<file path="config.mk">
export PLATFORM = sky130hd
export DESIGN_NAME = i2s_pcm_tx
export DESIGN_NICKNAME = d
export VERILOG_FILES = /design/src/rtl/i2s_pcm_tx.sv
export SDC_FILE = /design/constraint.sdc
export NUM_CORES = 1
export LEC_CHECK = 0
export CAP_MARGIN = 20
export CORE_UTILIZATION = 40
export CTS_CLUSTER_SIZE = 12
export DETAILED_ROUTE_END_ITERATION = 6
export GPL_ROUTABILITY_DRIVEN = 0
export SETUP_SLACK_MARGIN = 0.5
export SYNTH_ARGS = -nofsm -noshare
export SYNTH_HDL_FRONTEND = slang
export SYNTH_SLANG_ARGS = --single-unit
</file>
<file path="constraint.sdc">
create_clock -name clk -period 2.66 [get_ports clk]
set_clock_uncertainty 0.05 [all_clocks]
set_input_delay 0.266 -clock clk [delete_from_list [all_inputs] [get_ports clk]]
set_output_delay 0.266 -clock clk [all_outputs]
set_load 0.02 [all_outputs]
</file>
<file path="src/rtl/i2s_pcm_tx.sv">
// ---------------------------------------------------------------------------
// i2s_pcm_tx
//   PCM-to-I2S transmitter. Parallel PCM samples are queued in a two-entry
//   FIFO and serialised onto SD in Philips I2S format. This block is the bus
//   master: it generates SCK and WS itself.
//
//   Parameters
//     CLK_DIV  clk cycles per SCK period (even, >= 2)
//     DATA_W   sample width, sent MSB first
//     SLOT_W   SCK bits per channel slot (>= DATA_W+1), frame = 2*SLOT_W bits
//
//   Ports
//     clk       system clock, all logic on posedge
//     rst       synchronous reset, active-high
//     in_valid  sample offered
//     in_ready  block can accept a sample
//     in_ch     channel tag of the offered sample (0 = left, 1 = right)
//     in_data   PCM sample
//     i2s_sck   serial bit clock, clk/CLK_DIV, 50% duty
//     i2s_ws    word select (0 = left slot, 1 = right slot)
//     i2s_sd    serial data
//     underrun  1-clk pulse: a slot started with the FIFO empty
//     ch_err    1-clk pulse: a slot started with a wrong-channel FIFO head
//
//   Handshake: a sample transfers on every posedge where in_valid && in_ready.
//   in_ready comes only from the registered FIFO count, so it never depends
//   on in_valid in the same cycle. The sender keeps in_valid, in_ch and
//   in_data stable until the transfer happens.
// ---------------------------------------------------------------------------
module i2s_pcm_tx #(
  parameter int CLK_DIV = 4,
  parameter int DATA_W  = 24,
  parameter int SLOT_W  = 32
) (
  input  logic              clk,
  input  logic              rst,
  input  logic              in_valid,
  output logic              in_ready,
  input  logic              in_ch,
  input  logic [DATA_W-1:0] in_data,
  output logic              i2s_sck,
  output logic              i2s_ws,
  output logic              i2s_sd,
  output logic              underrun,
  output logic              ch_err
);

  localparam int DIV_W = $clog2(CLK_DIV);
  localparam int BIT_W = $clog2(2 * SLOT_W);

  localparam logic [DIV_W-1:0] DIV_LAST = DIV_W'(CLK_DIV - 1);
  localparam logic [DIV_W-1:0] DIV_HALF = DIV_W'(CLK_DIV / 2);
  localparam logic [BIT_W-1:0] BIT_LAST = BIT_W'(2 * SLOT_W - 1);
  localparam logic [BIT_W-1:0] BIT_RIGHT = BIT_W'(SLOT_W);

  typedef struct packed {
    logic              ch;
    logic [DATA_W-1:0] data;
  } entry_t;

  // Divider and frame position
  logic [DIV_W-1:0]  div_cnt;
  logic [DIV_W-1:0]  div_nxt;
  logic [BIT_W-1:0]  bit_cnt;
  logic [BIT_W-1:0]  bit_nxt;
  logic              tick;
  logic              slot_start;
  logic              exp_ch;

  // Serialiser
  logic [DATA_W-1:0] shreg;

  // FIFO
  entry_t            fifo_mem [2];
  logic              wr_ptr;
  logic              rd_ptr;
  logic [1:0]        count;
  entry_t            head;
  logic              head_valid;
  logic              push;
  logic              pop;
  logic              ch_match;

  // -------------------------------------------------------------------------
  // Combinational control
  // -------------------------------------------------------------------------
  always_comb begin
    tick       = (div_cnt == DIV_LAST);
    div_nxt    = tick ? '0 : div_cnt + 1'b1;
    bit_nxt    = (bit_cnt == BIT_LAST) ? '0 : bit_cnt + 1'b1;
    // A slot starts on the tick that moves the frame to bit 0 (left) or to
    // SLOT_W (right); the expected channel follows from which one it is.
    slot_start = tick && ((bit_nxt == '0) || (bit_nxt == BIT_RIGHT));
    exp_ch     = (bit_nxt == BIT_RIGHT);
    head       = fifo_mem[rd_ptr];
    head_valid = (count != 2'd0);
    ch_match   = (head.ch == exp_ch);
    // A wrong-channel head is still popped so the stream resynchronises.
    pop        = slot_start && head_valid;
    push       = in_valid && in_ready;
  end

  assign in_ready = (count < 2'd2);

  // -------------------------------------------------------------------------
  // Clock divider, frame counter, serialiser, status pulses, FIFO pointers
  // -------------------------------------------------------------------------
  always_ff @(posedge clk) begin
    if (rst) begin
      div_cnt  <= '0;
      i2s_sck  <= 1'b0;
      bit_cnt  <= BIT_LAST;
      i2s_ws   <= 1'b1;
      i2s_sd   <= 1'b0;
      shreg    <= '0;
      wr_ptr   <= 1'b0;
      rd_ptr   <= 1'b0;
      count    <= 2'd0;
      underrun <= 1'b0;
      ch_err   <= 1'b0;
    end else begin
      div_cnt  <= div_nxt;
      // Registered so SCK is glitch-free; the update on the tick edge is the
      // SCK falling edge, which is when WS and SD change.
      i2s_sck  <= (div_nxt >= DIV_HALF);
      underrun <= slot_start && !head_valid;
      ch_err   <= pop && !ch_match;

      if (tick) begin
        bit_cnt <= bit_nxt;
        i2s_ws  <= (bit_nxt >= BIT_RIGHT);
        if (slot_start) begin
          // Slot bit 0 is always 0: the MSB goes out one SCK after the WS edge.
          i2s_sd <= 1'b0;
          shreg  <= (pop && ch_match) ? head.data : '0;
        end else begin
          // Zeros shift in behind the sample, giving the trailing pad bits.
          i2s_sd <= shreg[DATA_W-1];
          shreg  <= {shreg[DATA_W-2:0], 1'b0};
        end
      end

      if (push) wr_ptr <= ~wr_ptr;
      if (pop)  rd_ptr <= ~rd_ptr;

      // Simultaneous push and pop leaves the count unchanged; the pop reads
      // the entry at rd_ptr, which the push (at wr_ptr) cannot overwrite.
      unique case ({push, pop})
        2'b10:   count <= count + 2'd1;
        2'b01:   count <= count - 2'd1;
        default: count <= count;
      endcase
    end
  end

  // FIFO storage needs no reset: entries are only read while count says valid.
  always_ff @(posedge clk) begin
    if (push) fifo_mem[wr_ptr] <= '{ch: in_ch, data: in_data};
  end

endmodule

</file>
* Word level (Yosys, flattened, before mapping)
Memory sizes are Yosys's and may differ from the RTL's. A register that Yosys moved wholly into a read port is not among the register bits.
Index checks and enable logic that the tools add are counted.
** Storage, ports and cells
- Bits in registers :: 41
- Bits in writable memories :: 50
- Input bits :: 28
- Output and inout port bits :: 6
- Logic and storage cells :: 49
- Memories :: 1
** Cells by class
- Add/subtract/negate cells :: 4
- $lt $le $gt $ge :: 3
- Equality and inequality tests :: 6
- Multiplexer cells :: 10
- Bitwise gates (word level) :: 2
- Reduce and logical (&&, ||, !) cells :: 12
** Memories
- fifo_mem :: words 2, width 25, read ports 1, clocked after memory_dff 1, wr ports 1, RTL line 74 : entry_t fifo_mem [2];
** Operator list (number)
- $mux 24 :: 2
- $eq 6x6->1 const B :: 2
- $add 6x1->6 const B :: 1
- $ge 6x6->1 const B :: 1
- $logic_and 1x1->1 :: 6
- $logic_not 6->1 :: 1
- $mux 6 :: 1
- $mux 1 :: 5
- $add 2x1->2 const B :: 2
- $eq 2x2->1 const B :: 2
- $pmux 2 s2 :: 1
- $reduce_bool 2->1 :: 2
- $eq 2x1->1 const B :: 1
- $ge 2x2->1 const B :: 1
- $logic_not 1->1 :: 2
- $lt 2x2->1 const B :: 1
- $mux 2 :: 1
- $not 1->1 :: 2
- $sub 2x1->2 const B :: 1
- $eq 1x1->1 :: 1
- $logic_or 1x1->1 :: 1

* Longest topological paths before layout
Gate-level depths: netlist of run 1.
- Depth after elaboration :: 9
- Depth in mapped cells :: 8
- Depth with buffers taken out :: 8

* Worst setup path after synthesis of run 1
No wires, ideal clock.
- Kind :: reg-to-reg
- Start :: register bit_cnt[0]
- End :: register count[1]
- Library setup time :: 70 ps
- Arrival :: 2046 ps
- Required time :: 2540 ps
- Path slack :: 494 ps
- Stages on the path, launching flop included :: 7
- Path buffers :: 0
- Clock period less this slack :: 2166 ps
- Cells stage by stage :: dfxtp_1 ha_1 nand3_1 a2111oi_2 ha_1 or3_1 a21oi_1
** On the way
- Cells in the longest elaborated chain, start to end :: 8
- Elaborated cells on any way between the ends :: 12
- Those cells by class :: 1 x add/sub; 4 x eq/ne; 2 x mux; 5 x reduce/logical
** Ends and longest elaborated chain
- start, declared :: RTL line 64 : logic [BIT_W-1:0] bit_cnt;
- start signal, assigned :: RTL line 130 : bit_cnt <= bit_nxt;
- $add 6x1->6 or $eq 6x6->1 (tied branches) :: RTL line 90 : bit_nxt = (bit_cnt == BIT_LAST) ? '0 : bit_cnt + 1'b1;
- $mux 6 (*) :: RTL line 90
- $eq 6x6->1 or $logic_not 6->1 (tied branches) :: RTL line 93 : slot_start = tick && ((bit_nxt == '0) || (bit_nxt == BIT_RIGHT));
- $logic_or 1x1->1 (*) :: RTL line 93
- $logic_and 1x1->1 (*) :: RTL line 93
- $logic_and 1x1->1 (*) :: RTL line 99 : pop = slot_start && head_valid;
- via pop :: RTL line 81 : logic pop;
- $eq 2x1->1 or $eq 2x2->1 (tied branches) :: RTL line 148 : unique case ({push, pop})
- $pmux 2 s2 or $reduce_bool 2->1 (tied branches)
- end signal, assigned :: RTL line 149 : 2'b10: count <= count + 2'd1;
- end signal, assigned :: RTL line 150 : 2'b01: count <= count - 2'd1;
- end signal, assigned :: RTL line 151 : default: count <= count;
- end, declared :: RTL line 77 : logic [1:0] count;
The timed path passes the listed nets; every way through them passes the cells marked *.
A chain may end at the register's enable or synchronous reset.

* Worst setup path in the final report of run 1
- Start :: register bit_cnt[1]
- End :: register count[1]
Same word-level chain as after synthesis.

==> flow_summary.ini, run 1 <==
[outcome]
outcome = finished, final reports clean

[critical_path]
required_ps = 2900
worstPathMaxFanout = 6
cp-start-kind = register
cp-end-kind = register
worstSetupPathType = reg2reg
crit_arrival_ps = 2300

[yosys]
avgSynthCellArea_um2 = 12.6
synth.distinct_cells = 39
syn_inst = 303
synth-seq-cells = 91
yosysSeqAreaShare = 0.607
yosys.area.top_type = edfxtp_1
syn_nets = 335
synthFlopType = edfxtp_1
yosysWarnings = 0
synthTopCellsByArea = edfxtp_1 39%, dfxtp_1 21%, mux2i_1 6.5%
async_flop_share = 0
yosysMostFrequentCell = edfxtp_1
synth.top_cell.area_share = 0.393
synth_edf_count = 50
synthTopCellsByCount = 50 x edfxtp_1, 41 x dfxtp_1, 25 x mux2i_1, 24 x o21bai_1, 24 x or4_1
synth_area_um2 = 3820

[timing]
hold_viol = 0
slew-limit-headroom = 0.649
slew_violations = 0
rsz0062_at_grt = no
worst_pin_slew_ps = 526
max_clock_freq_ghz = 0.485
finalSetupViolations = 0
tns_ps = 0
fin_crit_ps = 2060
period_share = 0.776
whs_ps = 393

[placement]
dp_hpwl_um = 4310
dpl_cell_area_um2 = 4310
port_buffers = 33

[grt]
antenna_found_initial = 0
grt-ovfl-total = 0
grt_pass1_vias = 2251
track_usage = 0.148
grt_max_degree = 63
grt_pass1_wl_um = 11300

[die]
ios = 34
row_count = 35
start_util = 0.414
die_h_um = 99.8
die_area_um2 = 9960
core-area_um2 = 9240
die_w_um = 99.8

[clocking]
h-tree-depth = 3
hold_buffers = 0
cts_tree = done
clock-sinks = 91
clk_latency_ps = 350
clk_pin_slew_ps = 90
clockBufferDepth = 2
cts_buffers = 9
cts_root_buf = clkbuf_8

[cells_and_area]
nNetsFinal = 368
diodes = 0
multi_input_area_um2 = 1430
area_growth_pct = 18.1
n_fill_cell = 807
seq_area_um2 = 2330
finalInstanceArea_um2 = 4520
drive_above_1_share = 0.109

[route]
vias_per_cell = 5.26
drc_errors = 0
wl_per_cell_um = 14.9
firstDrtPassIters = 4
drt-total-wl_um = 7010
antenna_left = 0
drt-initial-drc-count = 118
vias = 2471

[power]
vdd_drop_max_v = 0.000244
p_total_w = 0.00298
p_leak_nw = 1.55
power_density_nw_per_um2 = 659

[worst_hold_path]
hold_path_class = reg2reg

[job]
cap_violations = 0
[final timing paths]
path / end / slack, ps / depth (start not counted) / startpoint
setup / recovery: count[1]$_SDFFE_PP0P_ / 600 / 6 / bit_cnt[1]$_SDFFE_PP1P_
hold reg to reg: div_cnt[0]$_SDFF_PP0_ / 390 / 1 / div_cnt[0]$_SDFF_PP0_
setup reg to reg: count[1]$_SDFFE_PP0P_ / 600 / 6 / bit_cnt[1]$_SDFFE_PP1P_
hold / removal: div_cnt[0]$_SDFF_PP0_ / 390 / 1 / div_cnt[0]$_SDFF_PP0_
[layer usage]
layer / vias up / routed length, µm / global-route usage
li1: 1237 / - / -
met1: 1194 / 3330 / 0.195
met2: 34 / 3410 / 0.240
met3: 6 / 181 / 0.0355
met4: 0 / 81 / 0.0509
met5: - / 0 / 0
[critical path, cell delays in order (launching register included)]
cell       delay (ps)
dfxtp_2           390
nand3_1           140
xnor2_2           210
a2111oi_4         390
ha_1              320
or3_1             360
a21oi_1           140
[cell usage in the layout, fill, tap and decap left out, types with 3 or more instances in the layout]
cell,synthesis,routed
a211o_1,4,4
a21boi_0,23,23
a21oi_1,4,4
buf_4,0,12
clkbuf_8,0,9
clkdlybuf4s50_1,0,33
clkinv_1,0,3
dfxtp_1,41,37
dfxtp_2,0,3
edfxtp_1,50,50
ha_1,4,3
inv_1,5,5
mux2i_1,25,25
nor2_1,8,7
nor2b_1,5,5
nor3_1,3,3
o21ai_0,5,5
o21bai_1,24,24
o22ai_1,23,23
or4_1,24,24
xnor2_1,4,3
xor2_1,3,3
[logic make-up (layout without fill, tap and decap cells)]
group / after synthesis / count (layout) / share of synthesized area
and+or+nand+nor: 58 / 58 / 0.0965
adders and majority gates: 4 / 4 / 0.0131
buffers and inverters: 28 / 66 / 0.0334
muxes: 26 / 26 / 0.0684
AOI/OAI and AO/OA: 89 / 89 / 0.166
DFF: 91 / 91 / 0.607
xor gates and xnor gates: 7 / 7 / 0.0160
[sequential cells by signal, indices dropped and copies added, names as in the netlist, 2 cells and up, named ones only]
register and flops:
fifo_mem 50, shreg 24, bit_cnt 6, count 2
[repair_timing]
| action | CTS | global route |
|---|---|---|
| resized for setup | 4 | 9 |
| pin swaps | 1 | 2 |
| setup endpoints to repair | 27 | 9 |
| buffers inserted | 1 | 0 |
[layout make-up]
class	count	area share
clock buffer	10	0.0283
clock inverter	6	0.00720
inverter	5	0.00416
multi-input combinational	184	0.316
sequential	91	0.516
tap	129	0.0357
timing repair buffer	45	0.0931
[power by group]
part	leakage, nW	switching (W)	internal (W)
clock	0.0788	0.000456	0.000331
sequential	0.800	0.0000457	0.00160
combinational	0.674	0.000325	0.000217
[metrics by stage]
stage	cells	utilization	setup slack (ps)
after CTS	470	0.485	429
final	470	0.489	596
after global placement	453	0.466	390
after global routing	470	0.489	505
after detailed placement	453	0.466	266
after floorplan	303	-	509
(Power assumes the default switching activity.)
==> run 2, diff against run 1 <==
==> constraint.sdc (replaced) <==
create_clock -name clk -period 1.8 [get_ports clk]
set_clock_uncertainty 0.05 [all_clocks]
set_input_delay 0.18 -clock clk [delete_from_list [all_inputs] [get_ports clk]]
set_output_delay 0.18 -clock clk [all_outputs]
set_load 0.02 [all_outputs]
==> flow_summary.ini, run 2 (synthesis gave the netlist of run 1 again) <==
[timing]
layout_setup_ws_ps = -150
finalSetupViolations = 26
fin_crit_ps = 1950
period_share = 1.08
slew-limit-headroom = 0.799
rsz0062_at_grt = yes
slew_violations = 0
worst_pin_slew_ps = 293
hold_viol = 0
max_clock_freq_ghz = 0.513

[clocking]
clk_pin_slew_ps = 100
cts_tree = done
clockBufferDepth = 2
h-tree-depth = 3
cts_buffers = 9
cts_root_buf = clkbuf_8
clock-sinks = 91
clk_latency_ps = 360
hold_buffers = 0

[grt]
antenna_found_initial = 0
grt_max_degree = 43
grt_pass1_vias = 2486
grt-ovfl-total = 0
grt_pass1_wl_um = 12800
track_usage = 0.169

[job]
cap_violations = 0

[route]
drt-initial-drc-count = 84
wl_per_cell_um = 17.6
drt-total-wl_um = 8810
antenna_left = 0
firstDrtPassIters = 6
drc_errors = 0
vias_per_cell = 5.37
vias = 2689

[cells_and_area]
area_growth_pct = 36.0
largest_register_ffs = 50
diodes = 0
drive_above_1_share = 0.280
regMostFlops = fifo_mem
final_cell_mix = 50 x edfxtp_1, 33 x dfxtp_1, 26 x clkdlybuf4s50_1
n_fill_cell = 758
nNetsFinal = 399
layout_commonest_cell = edfxtp_1
fin_util = 0.563
reg_top3 = fifo_mem (50), shreg (24), bit_cnt (6)

[critical_path]
crit_family = simple AND/OR/NAND/NOR gates
required_ps = 2060
cp-end-kind = register
path_cells = and3_4 > nand3_4 > a2111oi_4 > ha_1 > or3_1 > a21oi_1
cp_slowest_stage_delay_ps = 390
worstSetupPathType = reg2reg
slowest_stage = dfxtp_4
critical_path_buf_inv_count = 0
cp-start-kind = register
crit_arrival_ps = 2210
crit_start = bit_cnt[3]$_SDFFE_PP1P_
worstPathMaxFanout = 5
rr_startpoint = bit_cnt[3]$_SDFFE_PP1P_

[die]
ios = 34
die_h_um = 99.8
die_area_um2 = 9960
die_w_um = 99.8
row_count = 35
start_util = 0.414
core-area_um2 = 9240

[placement]
dp_hpwl_um = 4620
port_buffers = 33

[outcome]
outcome = finished with violations
violations = setup timing

[worst_hold_path]
worstHoldStart = in_valid
hold_path_class = in2reg

[power]
vdd_drop_max_v = 0.000479
p_total_w = 0.00508
p_leak_nw = 1.87
power_density_nw_per_um2 = 976
run 2: changes by cell type in the layout (fill, tap and decap cells not counted), sizes merged, moves of 2 or more:
cell and change:
buf +28, clkdlybuf4s50 -7, clkdlybuf4s15 +3, clkbuf +2, dlygate4sd2 +2
run 2: worst register-to-register path, cell delays in order, from the launching register on:
cell and delay (ps):
dfxtp_4 390, and3_4 210, nand3_4 100, a2111oi_4 360, ha_1 310, or3_1 350
a21oi_1 120
run 2: area by class of cell:
cell class | count | area, µm² | area share
Timing Repair Buffer | 75 | 833 | 0.160
Clock buffer | 9 | 124 | 0.0238
Sequential cell | 91 | 2350 | 0.451
Inverter | 5 | 18.8 | 0.00361
Tap cell | 129 | 161 | 0.0310
Clock inverter | 7 | 52.6 | 0.0101
Multi-Input combinational cell | 185 | 1670 | 0.320
run 2: power by group:
| part | switching [W] | internal [W] | total (W) |
|---|---|---|---|
| clock network | 0.000749 | 0.000509 | 0.00126 |
| registers | 0.0000804 | 0.00237 | 0.00245 |
| logic | 0.000691 | 0.000677 | 0.00137 |
run 2: worst paths after layout:
path / to / slack [ps] / cells past startpoint
worst max-delay path: count[1]$_SDFFE_PP0P_ / -150 / 6
worst min register to register: div_cnt[0]$_SDFF_PP0_ / 390 / 1
worst min-delay path: wr_ptr$_SDFFE_PP0P_ / 270 / 4
worst max register to register: count[1]$_SDFFE_PP0P_ / -150 / 6
run 2: layer usage:
| layer | part of all wire | global-route usage | routed length [µm] |
|---|---|---|---|
| met1 | 0.44 | 0.210 | 3860 |
| met2 | 0.51 | 0.283 | 4480 |
| met3 | 0.034 | 0.0432 | 296 |
| met4 | 0.020 | 0.0690 | 174 |
| met5 | 0 | 0 | 0 |
run 2: repair_timing:
action	in CTS	in global routing
gates resized for setup	43	42
setup endpoints to repair	64	65
buffers inserted	5	5
pin swaps	6	9
cloned	1	5
run 2: per-stage QoR:
step | cell area [µm²] | hold WS (ps) | worst slack (ps) | TNS (ps) | instances
2_1_floorplan | 3960 | 229 | -137 | -258 | 303
3_3_place_gp | 4580 | 405 | -178 | -2100 | 469
3_5_place_dp | 4580 | 407 | -185 | -3540 | 469
4_1_cts | 4880 | 333 | -99.7 | -1310 | 491
5_1_grt | 5200 | 312 | -244 | -3770 | 501
6_report | 5200 | 266 | -150 | -1840 | 501
